File: src/rtl/akuma_move_ctrl.sv
// Movement/attack controller for the Akuma sprite: stand/punch/jump FSM with ballistic jump and clamped walking.
// Optional build macro AKUMA_AIR_PUNCH_EN enables punching while airborne.
module akuma_move_ctrl #(
   parameter int X_INIT       = 100,
   parameter int GROUND_Y     = 300,
   parameter int X_MIN        = 0,
   parameter int X_MAX        = 560,
   parameter int STEP         = 2,
   parameter int PUNCH_FRAMES = 12,
   parameter int JUMP_V       = 12
) (
   input  logic       vga_clk,
   input  logic       Reset,
   input  logic       frame_tick,
   input  logic       btn_left,
   input  logic       btn_right,
   input  logic       btn_jump,
   input  logic       btn_punch,
   output logic [9:0] AkumaX,
   output logic [9:0] AkumaY,
   output logic [2:0] sprite,
   output logic       attack_active
);

   // state    | meaning
   // ST_STAND | on the ground, may walk, jump or start a punch
   // ST_PUNCH | ground punch, frozen in place for PUNCH_FRAMES ticks
   // ST_JUMP  | airborne, Y follows vy with +1 gravity per tick
   typedef enum logic [1:0] {ST_STAND, ST_PUNCH, ST_JUMP} state_t;

   localparam logic signed [11:0] X_MIN_S  = 12'(X_MIN);
   localparam logic signed [11:0] X_MAX_S  = 12'(X_MAX);
   localparam logic signed [11:0] STEP_S   = 12'(STEP);
   localparam logic signed [10:0] GROUND_S = 11'(GROUND_Y);
   localparam logic signed [10:0] JV_Y     = 11'(JUMP_V);
   localparam logic signed [7:0]  JV_S     = 8'(JUMP_V);
   localparam logic [5:0]         PF_M1    = 6'(PUNCH_FRAMES - 1);
   localparam logic [2:0]         SPR_STAND = 3'd0;
   localparam logic [2:0]         SPR_PUNCH = 3'd1;
   localparam logic [2:0]         SPR_JUMP  = 3'd2;

   state_t            state_q, state_d;
   logic [9:0]        x_q, x_d;
   logic [9:0]        y_q, y_d;
   logic signed [7:0] vy_q, vy_d;
   logic [5:0]        cnt_q, cnt_d;
   logic              punch_prev_q, punch_prev_d;
   logic              air_q, air_d;
   logic [2:0]        sprite_q, sprite_d;
   logic              atk_q, atk_d;

   logic               punch_edge;
   logic signed [11:0] x_ext, x_step;
   logic [9:0]         x_moved;
   logic signed [10:0] y_ext, y_sum, y_launch;

   // Horizontal step is computed wide and signed so clamping never sees a wrapped value.
   always_comb begin
      x_ext  = $signed({2'b00, x_q});
      x_step = x_ext;
      if (btn_left && !btn_right) begin
         x_step = x_ext - STEP_S;
      end else if (btn_right && !btn_left) begin
         x_step = x_ext + STEP_S;
      end
      if (x_step < X_MIN_S) begin
         x_moved = X_MIN_S[9:0];
      end else if (x_step > X_MAX_S) begin
         x_moved = X_MAX_S[9:0];
      end else begin
         x_moved = x_step[9:0];
      end
   end

   assign punch_edge = btn_punch && !punch_prev_q;
   assign y_ext      = $signed({1'b0, y_q});
   assign y_sum      = y_ext + $signed({{3{vy_q[7]}}, vy_q});
   assign y_launch   = y_ext - JV_Y;

   always_comb begin
      state_d      = state_q;
      x_d          = x_q;
      y_d          = y_q;
      vy_d         = vy_q;
      cnt_d        = cnt_q;
      punch_prev_d = punch_prev_q;
      air_d        = air_q;

      if (frame_tick) begin
         punch_prev_d = btn_punch;
         unique case (state_q)
            ST_STAND: begin
               if (btn_jump) begin
                  state_d = ST_JUMP;
                  y_d     = y_launch[9:0];
                  vy_d    = -JV_S + 8'sd1;
               end else if (punch_edge) begin
                  state_d = ST_PUNCH;
                  cnt_d   = PF_M1;
               end else begin
                  x_d = x_moved;
               end
            end
            ST_PUNCH: begin
               if (cnt_q == 6'd0) begin
                  state_d = ST_STAND;
               end else begin
                  cnt_d = cnt_q - 6'd1;
               end
            end
            ST_JUMP: begin
               x_d = x_moved;
`ifdef AKUMA_AIR_PUNCH_EN
               if (air_q) begin
                  if (cnt_q == 6'd0) begin
                     air_d = 1'b0;
                  end else begin
                     cnt_d = cnt_q - 6'd1;
                  end
               end else if (punch_edge) begin
                  air_d = 1'b1;
                  cnt_d = PF_M1;
               end
`endif
               // Landing overrides any air-punch bookkeeping above.
               if (y_sum >= GROUND_S) begin
                  state_d = ST_STAND;
                  y_d     = GROUND_S[9:0];
                  vy_d    = 8'sd0;
                  air_d   = 1'b0;
                  cnt_d   = 6'd0;
               end else begin
                  y_d  = y_sum[9:0];
                  vy_d = vy_q + 8'sd1;
               end
            end
            default: begin
               state_d = ST_STAND;
            end
         endcase
      end
   end

   always_comb begin
      sprite_d = SPR_STAND;
      unique case (state_d)
         ST_PUNCH: sprite_d = SPR_PUNCH;
         ST_JUMP:  sprite_d = air_d ? SPR_PUNCH : SPR_JUMP;
         default:  sprite_d = SPR_STAND;
      endcase
      atk_d = (sprite_d == SPR_PUNCH);
   end

   always_ff @(posedge vga_clk) begin
      if (Reset) begin
         state_q      <= ST_STAND;
         x_q          <= 10'(X_INIT);
         y_q          <= 10'(GROUND_Y);
         vy_q         <= 8'sd0;
         cnt_q        <= 6'd0;
         punch_prev_q <= 1'b0;
         air_q        <= 1'b0;
         sprite_q     <= SPR_STAND;
         atk_q        <= 1'b0;
      end else begin
         state_q      <= state_d;
         x_q          <= x_d;
         y_q          <= y_d;
         vy_q         <= vy_d;
         cnt_q        <= cnt_d;
         punch_prev_q <= punch_prev_d;
         air_q        <= air_d;
         sprite_q     <= sprite_d;
         atk_q        <= atk_d;
      end
   end

   assign AkumaX        = x_q;
   assign AkumaY        = y_q;
   assign sprite        = sprite_q;
   assign attack_active = atk_q;

endmodule

File: config.mk
export PLATFORM = sky130hd
export DESIGN_NAME = akuma_move_ctrl
export DESIGN_NICKNAME = d
export VERILOG_FILES = /design/src/rtl/akuma_move_ctrl.sv
export SDC_FILE = /design/constraint.sdc
export NUM_CORES = 1
export LEC_CHECK = 0
export ABC_AREA = 1
export BUFFER_PORTS_ARGS = -buffer_cell sky130_fd_sc_hd__buf_2
export CAP_MARGIN = 10
export CORE_ASPECT_RATIO = 1.4
export CORE_MARGIN = 2
export CORE_UTILIZATION = 60
export CTS_BUF_LIST = sky130_fd_sc_hd__clkbuf_8
export DETAILED_ROUTE_END_ITERATION = 7
export PLACE_DENSITY = 0.88
export RECOVER_POWER = 50
export SYNTH_ARGS = -nofsm -noshare
export SYNTH_HDL_FRONTEND = slang
export SYNTH_SLANG_ARGS = --single-unit
export TNS_END_PERCENT = 20
File: constraint.sdc
create_clock -name vga_clk -period 2.94 [get_ports vga_clk]
set_input_delay 0.147 -clock vga_clk [delete_from_list [all_inputs] [get_ports vga_clk]]
set_output_delay 0.147 -clock vga_clk [all_outputs]
set_load 0.05 [all_outputs]
-- After elaboration in Yosys (flattened, before gate mapping)
Cells that the tools add are included.
- bits in registers: 42
- bits in latches: 0
- memory bits (writable): 0
- bits in read-only memories: 0
- input port bits: 7
- output and inout port bits: 24
- memories: 0
- $add $sub $neg: 6
- multipliers: 0
- div/mod/pow operators: 0
- $lt $le $gt $ge: 3
- equality and inequality tests: 11
- shift-type cells: 0
- multiplexer cells: 29
- bitwise logic cells: 0
- reductions and logical operators: 13
- operators with widths (kind ; count):
    $mux W10 ; 6
    $pmux W10 S2 ; 2
    $mux W6 ; 4
    $pmux W6 S3 ; 1
    $mux W8 ; 2
    $pmux W8 S2 ; 1
    $gt A12 B11 Y1 const B ; 1
    $lt A12 B1 Y1 const B ; 1
    $mux W12 ; 1
    $mux W2 ; 6
    $ne A2 B2 Y1 const B ; 6
    $add A10 B2 Y11 const B ; 1
    $add A11 B8 Y11 ; 1
    $ge A11 B10 Y1 const B ; 1
    $mux W11 ; 1
    $sub A10 B2 Y11 const B ; 1
    $sub A10 B4 Y10 const B ; 1
    $add A8 B2 Y8 const B ; 1
    $logic_not A6 Y1 ; 1
    $pmux W2 S3 ; 1
    $reduce_and A6 Y1 ; 1
    $sub A6 B1 Y6 const B ; 1
    $eq A2 B1 Y1 const B ; 2
    $eq A2 B2 Y1 const B ; 2
    10 further kinds ; 16

-- Depth between registers and ports, before layout
Gate-level depths: netlist (run 1).
- depth in word-level cells: 10
- mapped depth: 22
- depth with buffers taken out: 22

-- Worst setup path after synthesis (run 1)
No wires, ideal clock.
- kind: flip-flop to flip-flop
- start: register y_q[0] (netlist: AkumaY[0])
- end: register atk_q (netlist: attack_active)
- library setup time: 0.122 ns
- arrival time: 2.822 ns
- data required time: 2.818 ns
- setup slack: -0.004 ns
- stages on the path, launching flop included: 20
- path buffers: 0
- clock period less this slack: 2.944 ns
- path through: dfxtp_1 -> ha_1 -> inv_1 -> fa_1 -> inv_1 -> nand3_1 -> nand2_2 -> nand2_1 -> nand2_2 -> xor2_2 -> nand2_1 -> nand2_2 -> nand2_4 -> nand2_4 -> nand3b_1 -> a21boi_2 -> inv_1 -> ha_1 -> nand2_1 -> a21boi_0
- word-level cells in the longest chain between the ends: 8
- elaborated cells between the ends (all ways): 13
- those cells by class: add/sub (1); order compare (1); eq/ne (3); mux (8)
- RTL lines (element ; line ; source):
    from (decl) ; 44 ; logic [9:0] y_q, y_d;
    from (signal assigned) ; 158 ; y_q <= 10'(GROUND_Y);
    from (signal assigned) ; 168 ; y_q <= y_d;
    $add A11 B8 Y11 (*) ; 77 ; assign y_sum = y_ext + $signed({{3{vy_q[7]}}, vy_q});
    $ge A11 B10 Y1 (*) ; 126 ; if (y_sum >= GROUND_S) begin
    $mux W2 (*) ; 126 ;
    $pmux W2 S3 (*) ; 91 ; unique case (state_q)
    $mux W2 (*) ; 89 ; if (frame_tick) begin
    via state_d[0] ; 42 ; state_t state_q, state_d;
    $eq A2 B2 Y1 or $eq A2 B1 Y1 (tied branches) ; 146 ; unique case (state_d)
    $pmux W2 S2 (*) ; 146 ;
    $eq A3 B1 Y1 (*) ; 151 ; atk_d = (sprite_d == SPR_PUNCH);
    to (signal assigned) ; 174 ; atk_q <= atk_d;
    to (decl) ; 50 ; logic atk_q, atk_d;
The timed path passes the listed nets; every way through them passes the cells marked *.
A chain may end at the register's enable or synchronous reset.

-- Worst setup path in the final report (run 1)
- start: register vy_q[0]
- end: register sprite_q[0] (netlist: sprite[0])
- word-level cells in the longest chain between the ends: 7
- elaborated cells between the ends (all ways): 12
- those cells by class: add/sub (1); order compare (1); eq/ne (2); mux (8)
- RTL lines (element ; line ; source):
    from (decl) ; 45 ; logic signed [7:0] vy_q, vy_d;
    from (signal assigned) ; 169 ; vy_q <= vy_d;
    $add A11 B8 Y11 (*) ; 77 ;
    $ge A11 B10 Y1 (*) ; 126 ;
    $mux W2 (*) ; 126 ;
    $pmux W2 S3 (*) ; 91 ;
    $mux W2 (*) ; 89 ;
    via state_d[0] ; 42 ;
    $eq A2 B2 Y1 or $eq A2 B1 Y1 (tied branches) ; 146 ;
    $pmux W2 S2 (*) ; 146 ;
    to (signal assigned) ; 173 ; sprite_q <= sprite_d;
    to (decl) ; 49 ; logic [2:0] sprite_q, sprite_d;
Marks and branches as above.

==> results of run 1 <==
per-stage QoR:
stage | cells | setup WS, ps | power, W
5_1_grt | 583 | 4.03 | 0.00169
6_report | 583 | 186 | 0.00161
3_5_place_dp | 572 | 46.2 | 0.00111
3_3_place_gp | 572 | 186 | 0.00109
4_1_cts | 580 | 26.6 | 0.00157
2_1_floorplan | 482 | 69.2 | 0.000997
final cells by class:
class,count,share of cell area
flip-flops and latches,40,0.235
well taps,64,0.0234
repair buffers,36,0.0504
clock buffers,5,0.0201
multi-input cells,364,0.580
clock inverters,3,0.0124
inverters,71,0.0786
cells by family (layout without fill, tap and decap cells):
group | after synthesis | after routing | share of synthesized area
xor+xnor | 13 | 13 | 0.0419
buf+inv | 78 | 115 | 0.0985
fa+ha+maj | 22 | 22 | 0.0919
other cells | 1 | 2 | 0.00122
flops | 40 | 40 | 0.260
simple gates | 239 | 239 | 0.341
compound gates | 88 | 88 | 0.166
how the worst min path moves through the flow:
stage,startpoint,depth (start not counted),end,slack (ps)
global route,frame_tick,2,punch_prev_q$_SDFFE_PP0P_,120
detailed placement,btn_punch,3,punch_prev_q$_SDFFE_PP0P_,410
finish,btn_punch,3,punch_prev_q$_SDFFE_PP0P_,90
CTS,btn_punch,3,punch_prev_q$_SDFFE_PP0P_,90
floorplan,frame_tick,1,punch_prev_q$_SDFFE_PP0P_,240
global placement,btn_punch,3,punch_prev_q$_SDFFE_PP0P_,400
layer usage:
metal / track usage / vias to the layer above
li1: - / 1619
met1: 0.321 / 1472
met2: 0.541 / 100
met3: 0.0433 / 22
met4: 0.162 / 0
met5: 0 / -
timing repair:
item                       4_1_cts  5_1_grt
buffers inserted                 0        3
setup endpoints to repair        0        3
resized for setup                0        4
power breakdown:
part	total (W)	leakage [nW]	switching [W]	internal, W
clock network	0.000474	0.0541	0.000223	0.000251
registers	0.000608	0.328	0.0000353	0.000573
logic	0.000523	1.25	0.000352	0.000171
registers in the layout, summed over array words and instances (netlist names):
name           flops
AkumaY            10
AkumaX             9
vy_q               8
cnt_q              6
sprite             2
state_q            2
air_q              1
attack_active      1
punch_prev_q       1
synth_stat cells (all sizes together), types with 2 or more instances:
master / instances / area share
nand4: 6 / 0.012
nand3b: 6 / 0.015
nor3: 3 / 0.0065
ha: 21 / 0.085
xnor2: 5 / 0.014
inv: 70 / 0.086
a21oi: 45 / 0.085
dfxtp: 40 / 0.26
clkbuf: 5 / 0.0061
o21ai: 31 / 0.050
nor3b: 2 / 0.0049
o21bai: 4 / 0.0098
o211ai: 4 / 0.0098
buf: 2 / 0.0049
nand2: 141 / 0.18
a31oi: 2 / 0.0041
nor2: 45 / 0.058
xor2: 8 / 0.028
a21boi: 2 / 0.0061
nand3: 31 / 0.052
or2: 4 / 0.0081
tightest hold or removal path: cells and delay by family:
family | cells | cell delay, ps
AO/OA/AOI/OAI | 1 | 60
buffers and inverters | 2 | 150
==> qor.yml, run 1 <==
outcome: "complete, no violations"
wl_met3_um: 375
crit_cells: 19
fp.dieH_um: 88.7
worst-path-max-fanout: 8
cp-end-kind: "register"
gp_congestion: 0.957
synth_edf_count: 0
ant_nets: 0
ys.flop_type: "dfxtp_1"
nNetsFinal: 547
port_buffers: 28
start_kind: "register"
worstPathRequired_ps: 3150
reg2reg_depth: 19
grt_max_degree: 21
finalHoldViolations: 0
dr.max_layer_used: "met4"
min_path_type: "input port to register"
wl_per_cell_um: 13.6
layout_commonest_cell: "nand2_1"
first_global_vias: 2991
finalCriticalPeriod_ps: 2750
cap_violations: 0
core_area_um2: 4880
peakVddDrop_mv: 0.342
multi_input_area_um2: 1990
drcViolationCount: 0
syn_inst: 481
grt_use_total: 0.293
drive_gt1_frac: 0.0983
drt_iter0_markers: 157
worst_skew_pair.late_latency_ps: 320
wl_met2_mm: 4.15
finalSetupViolations: 0
utilization: 0.702
path_delay_family: "simple AND/OR/NAND/NOR gates"
area_growth_pct: 11.3
dpl_cell_area_um2: 3300
drtPass1Iterations: 5
met1_length_mm: 3.17
row_count: 30
drt_wl_total_mm: 7.95
ioPinCount: 31
num_antenna_cells: 0
syn_area_um2: 3080
yosys_warnings: 0
dieWidth_um: 64.5
finalInstanceArea_um2: 3420
fillers: 428
synth_area_per_cell_um2: 6.39
cts_tree: "built"
antenna_found_initial: 0
p_leak_nw: 1.63
die-area_um2: 5720
fin_skew_ps: 10.6
timing.hold.ws_ps: 86.4
tightest_slew_ps: 654
fmax_ghz: 0.363
critPathKind: "register to register"
cp-endpoint: "sprite[0]$_SDFF_PP0_"
synthArstFlopShare: 0
finalSetupTns_ps: 0
arrival_ps: 2960
clk_pin_slew_ps: 80
critPathLaunch: "vy_q[0]$_SDFFE_PP0P_"
rrSetupSlack_ps: 190
synth-seq-cells: 40
start_util: 0.630
dp_hpwl_mm: 5.83
period_share: 0.937
overflow: 0
register_area_um2: 803
drv_slew: 0
slowest_delay_ps: 360
crit_slowest_cell: "dfxtp_2"
timing.rr.end: "sprite[0]$_SDFF_PP0_"
synth_cell_type_count: 37
cts_root_buffer: "clkbuf_8"
final_cell_mix: "nand2_1, inv_1, nor2_1"
ys_seq_area_frac: 0.260
cp_cell_sequence: "ha_1, inv_1, fa_2, inv_1, nand3_1, nand2_2, nand2_1, nand2_2, xor2_2, nand2_1, nand2_2, nand2_4, nand2_8, nand3b_1, a21boi_2, inv_1, ha_1, nand2_1, a21oi_1"
power_density_nw_per_um2: 469
htreeDepth: 2
cts_buffer_depth: 2
vias: 3213
via_per_inst: 5.51
grt_pass1_wl_mm: 13.1
clock-sinks: 40
rsz0062_at_grt: "false"
timing.rr.start: "vy_q[0]$_SDFFE_PP0P_"
crit_buf_inv: 3
cts_buffers: 5
cts_hold_buf: 0
slew_headroom: 0.564
No activity file was read; power rests on OpenSTA's default activity.
==> run 2, diff against run 1 <==
- CORE_UTILIZATION: 60 -> 62
- PLACE_DENSITY: 0.88 -> 0.9
- SKIP_LAST_GASP: unset -> 1
==> run 2 against run 1 <==
Against the previous run: global-route usage down 0.67 points; wire length decreased by 3.9%; combinational power shrank 3%; setup slack better by 31 ps; critical endpoint is now attack_active$_SDFF_PP0_; highest routed layer unchanged.
==> qor.yml, run 2 (synthesized netlist as in run 1, its figures left out) <==
drtPass1Iterations: 6  # +1
p_clk_frac: 0.292  # -0.003
area_growth_pct: 11.4  # about the same
power_switching_w: 0.000589  # -3.4%
drt_iter0_markers: 120  # -24%
nNetsFinal: 547  # unchanged
worstPathRequired_ps: 3140  # about the same
p_leak_nw: 1.63  # -0.24%
final_cell_mix: "nand2_1, inv_1, nor2_1"
clk_pin_slew_ps: 80  # about the same
place_worst_setup_slack_ps: 102  # +55.9 ps
port_buffers: 28  # unchanged
overflow: 0  # unchanged
num_antenna_cells: 0  # unchanged
cts_buffers: 5  # unchanged
utilization: 0.713  # +0.0115
period_share: 0.926  # -0.0106
largest_reg_flops: 10  # unchanged
cts_tree: "built"
clock-sinks: 40  # unchanged
drcViolationCount: 0  # unchanged
arrival_ps: 2920  # -40 ps
finalInstanceArea_um2: 3430  # about the same
first_global_vias: 3029  # +1.3%
worst-path-max-fanout: 7  # -1
antenna_found_initial: 0  # unchanged
power_density_nw_per_um2: 460  # -1.8%
layout_commonest_cell: "nand2_1"
switching_share: 0.374  # -0.00629
cts_root_buffer: "clkbuf_8"
p_total_w: 0.00158  # -1.7%
start_kind: "register"
grt_max_degree: 21  # unchanged
dp_hpwl_mm: 5.70  # -2.2%
fillers: 426  # -0.47%
grt_pass1_wl_mm: 12.6  # -3.5%
outcome: "complete, no violations"
cts_buffer_depth: 2  # unchanged
row_count: 30  # unchanged
htreeDepth: 2  # unchanged
intPower_w: 0.000988  # -0.75%
min_path_type: "input port to register"
sequentialPowerShare: 0.386  # +0.007
via_per_inst: 5.50  # -0.28%
fin_skew_ps: 10.1  # -0.431 ps
fp.dieH_um: 87.3  # -1.5%
grt_use_total: 0.287  # -0.00671
drv_slew: 0  # unchanged
cts_hold_buf: 0  # unchanged
finalSetupViolations: 0  # unchanged
gp_congestion: 0.968  # +1.2%
vias: 3204  # -0.28%
worst_slack_ps: 217  # +31.2 ps
drt_wl_total_mm: 7.64  # -3.9%
worst_skew_pair.late_latency_ps: 310  # about the same
dp_cells: 571  # -0.17%
dieWidth_um: 63.5  # -1.5%
comb_power_share: 0.322  # -0.004
fmax_ghz: 0.367  # +1.1%
core_area_um2: 4800  # -1.5%
drive_gt1_frac: 0.100  # +0.00193
dpl_cell_area_um2: 3300  # -0.23%
ioPinCount: 31  # unchanged
peakVddDrop_mv: 0.284  # -17%
cp-end-kind: "register"
wl_per_cell_um: 13.1  # -3.9%
finalHoldViolations: 0  # unchanged
tightest_slew_ps: 638  # -15.6 ps
ant_nets: 0  # unchanged
slew_headroom: 0.574  # +0.0104
start_util: 0.640  # +0.00985
cap_violations: 0  # unchanged
die-area_um2: 5550  # -3.1%
finalCriticalPeriod_ps: 2720  # -31.2 ps
critPathKind: "register to register"
fin_cells: 583  # unchanged
==> run 2: cell count changes in the layout (fill, tap and decap cells not counted) <==
cell	delta
a21boi_1	-1
ha_1	-1
ha_2	+1
a21boi_0	+1
==> run 2: routing by layer <==
metal | vias to the layer above | wire (um) | track usage
li1 | 1614 | - | -
met1 | 1454 | 3020 | 0.291
met2 | 107 | 3960 | 0.541
met3 | 29 | 371 | 0.0492
met4 | 0 | 286 | 0.172
met5 | - | 0 | 0
==> run 2: worst paths after layout <==
kind	startpoint	endpoint	slack, ps	cells past startpoint
worst max-delay path	vy_q[0]$_SDFFE_PP0P_	attack_active$_SDFF_PP0_	220	19
worst max register to register	vy_q[0]$_SDFFE_PP0P_	attack_active$_SDFF_PP0_	220	19
worst min-delay path	btn_punch	punch_prev_q$_SDFFE_PP0P_	90	3
worst min register to register	air_q$_SDFF_PP0_	air_q$_SDFF_PP0_	480	2
==> run 2: critical path, cell delays in order (launching register included) <==
cell and delay [ps]:
dfxtp_2 360, ha_2 180, inv_1 60, fa_2 340, inv_1 80, nand3_1 90, nand2_2 90, nand2_1 60
nand2_2 110, xor2_2 160, nand2_1 80, nand2_2 80, nand2_4 90, nand2_8 90, nand3b_1 100, a21boi_2 200
inv_1 60, ha_1 190, nand2_1 70, a21boi_0 90
==> run 2: per-stage QoR <==
step           TNS, ps  hold WS, ps
2_1_floorplan        0          241
3_3_place_gp         0          402
3_5_place_dp         0          415
4_1_cts              0         90.2
5_1_grt          -4.58          102
6_report             0         93.6
==> run 2: area by class of cell <==
type | instances | area [um2] | share of cell area
clock buffer | 5 | 68.8 | 0.0201
clock inverter | 3 | 42.5 | 0.0124
inverter | 71 | 269 | 0.0785
tap | 64 | 80.1 | 0.0234
timing repair buffer | 36 | 173 | 0.0504
multi-input combinational | 364 | 1990 | 0.581
sequential | 40 | 803 | 0.234
==> run 2: power groups by stage <==
stage,registers [W],logic [W],clock network (W)
3_3_place_gp,0.000618,0.000475,0
5_1_grt,0.000612,0.000566,0.000481
6_report,0.000609,0.000508,0.000460
2_1_floorplan,0.000669,0.000328,0
4_1_cts,0.000607,0.000490,0.000463
3_5_place_dp,0.000619,0.000487,0
==> run 2: timing repair <==
item,CTS,global route
hold endpoints to repair,0,0
endpoints found under the setup margin,0,3
gates resized for setup,0,4
buffers inserted,0,4
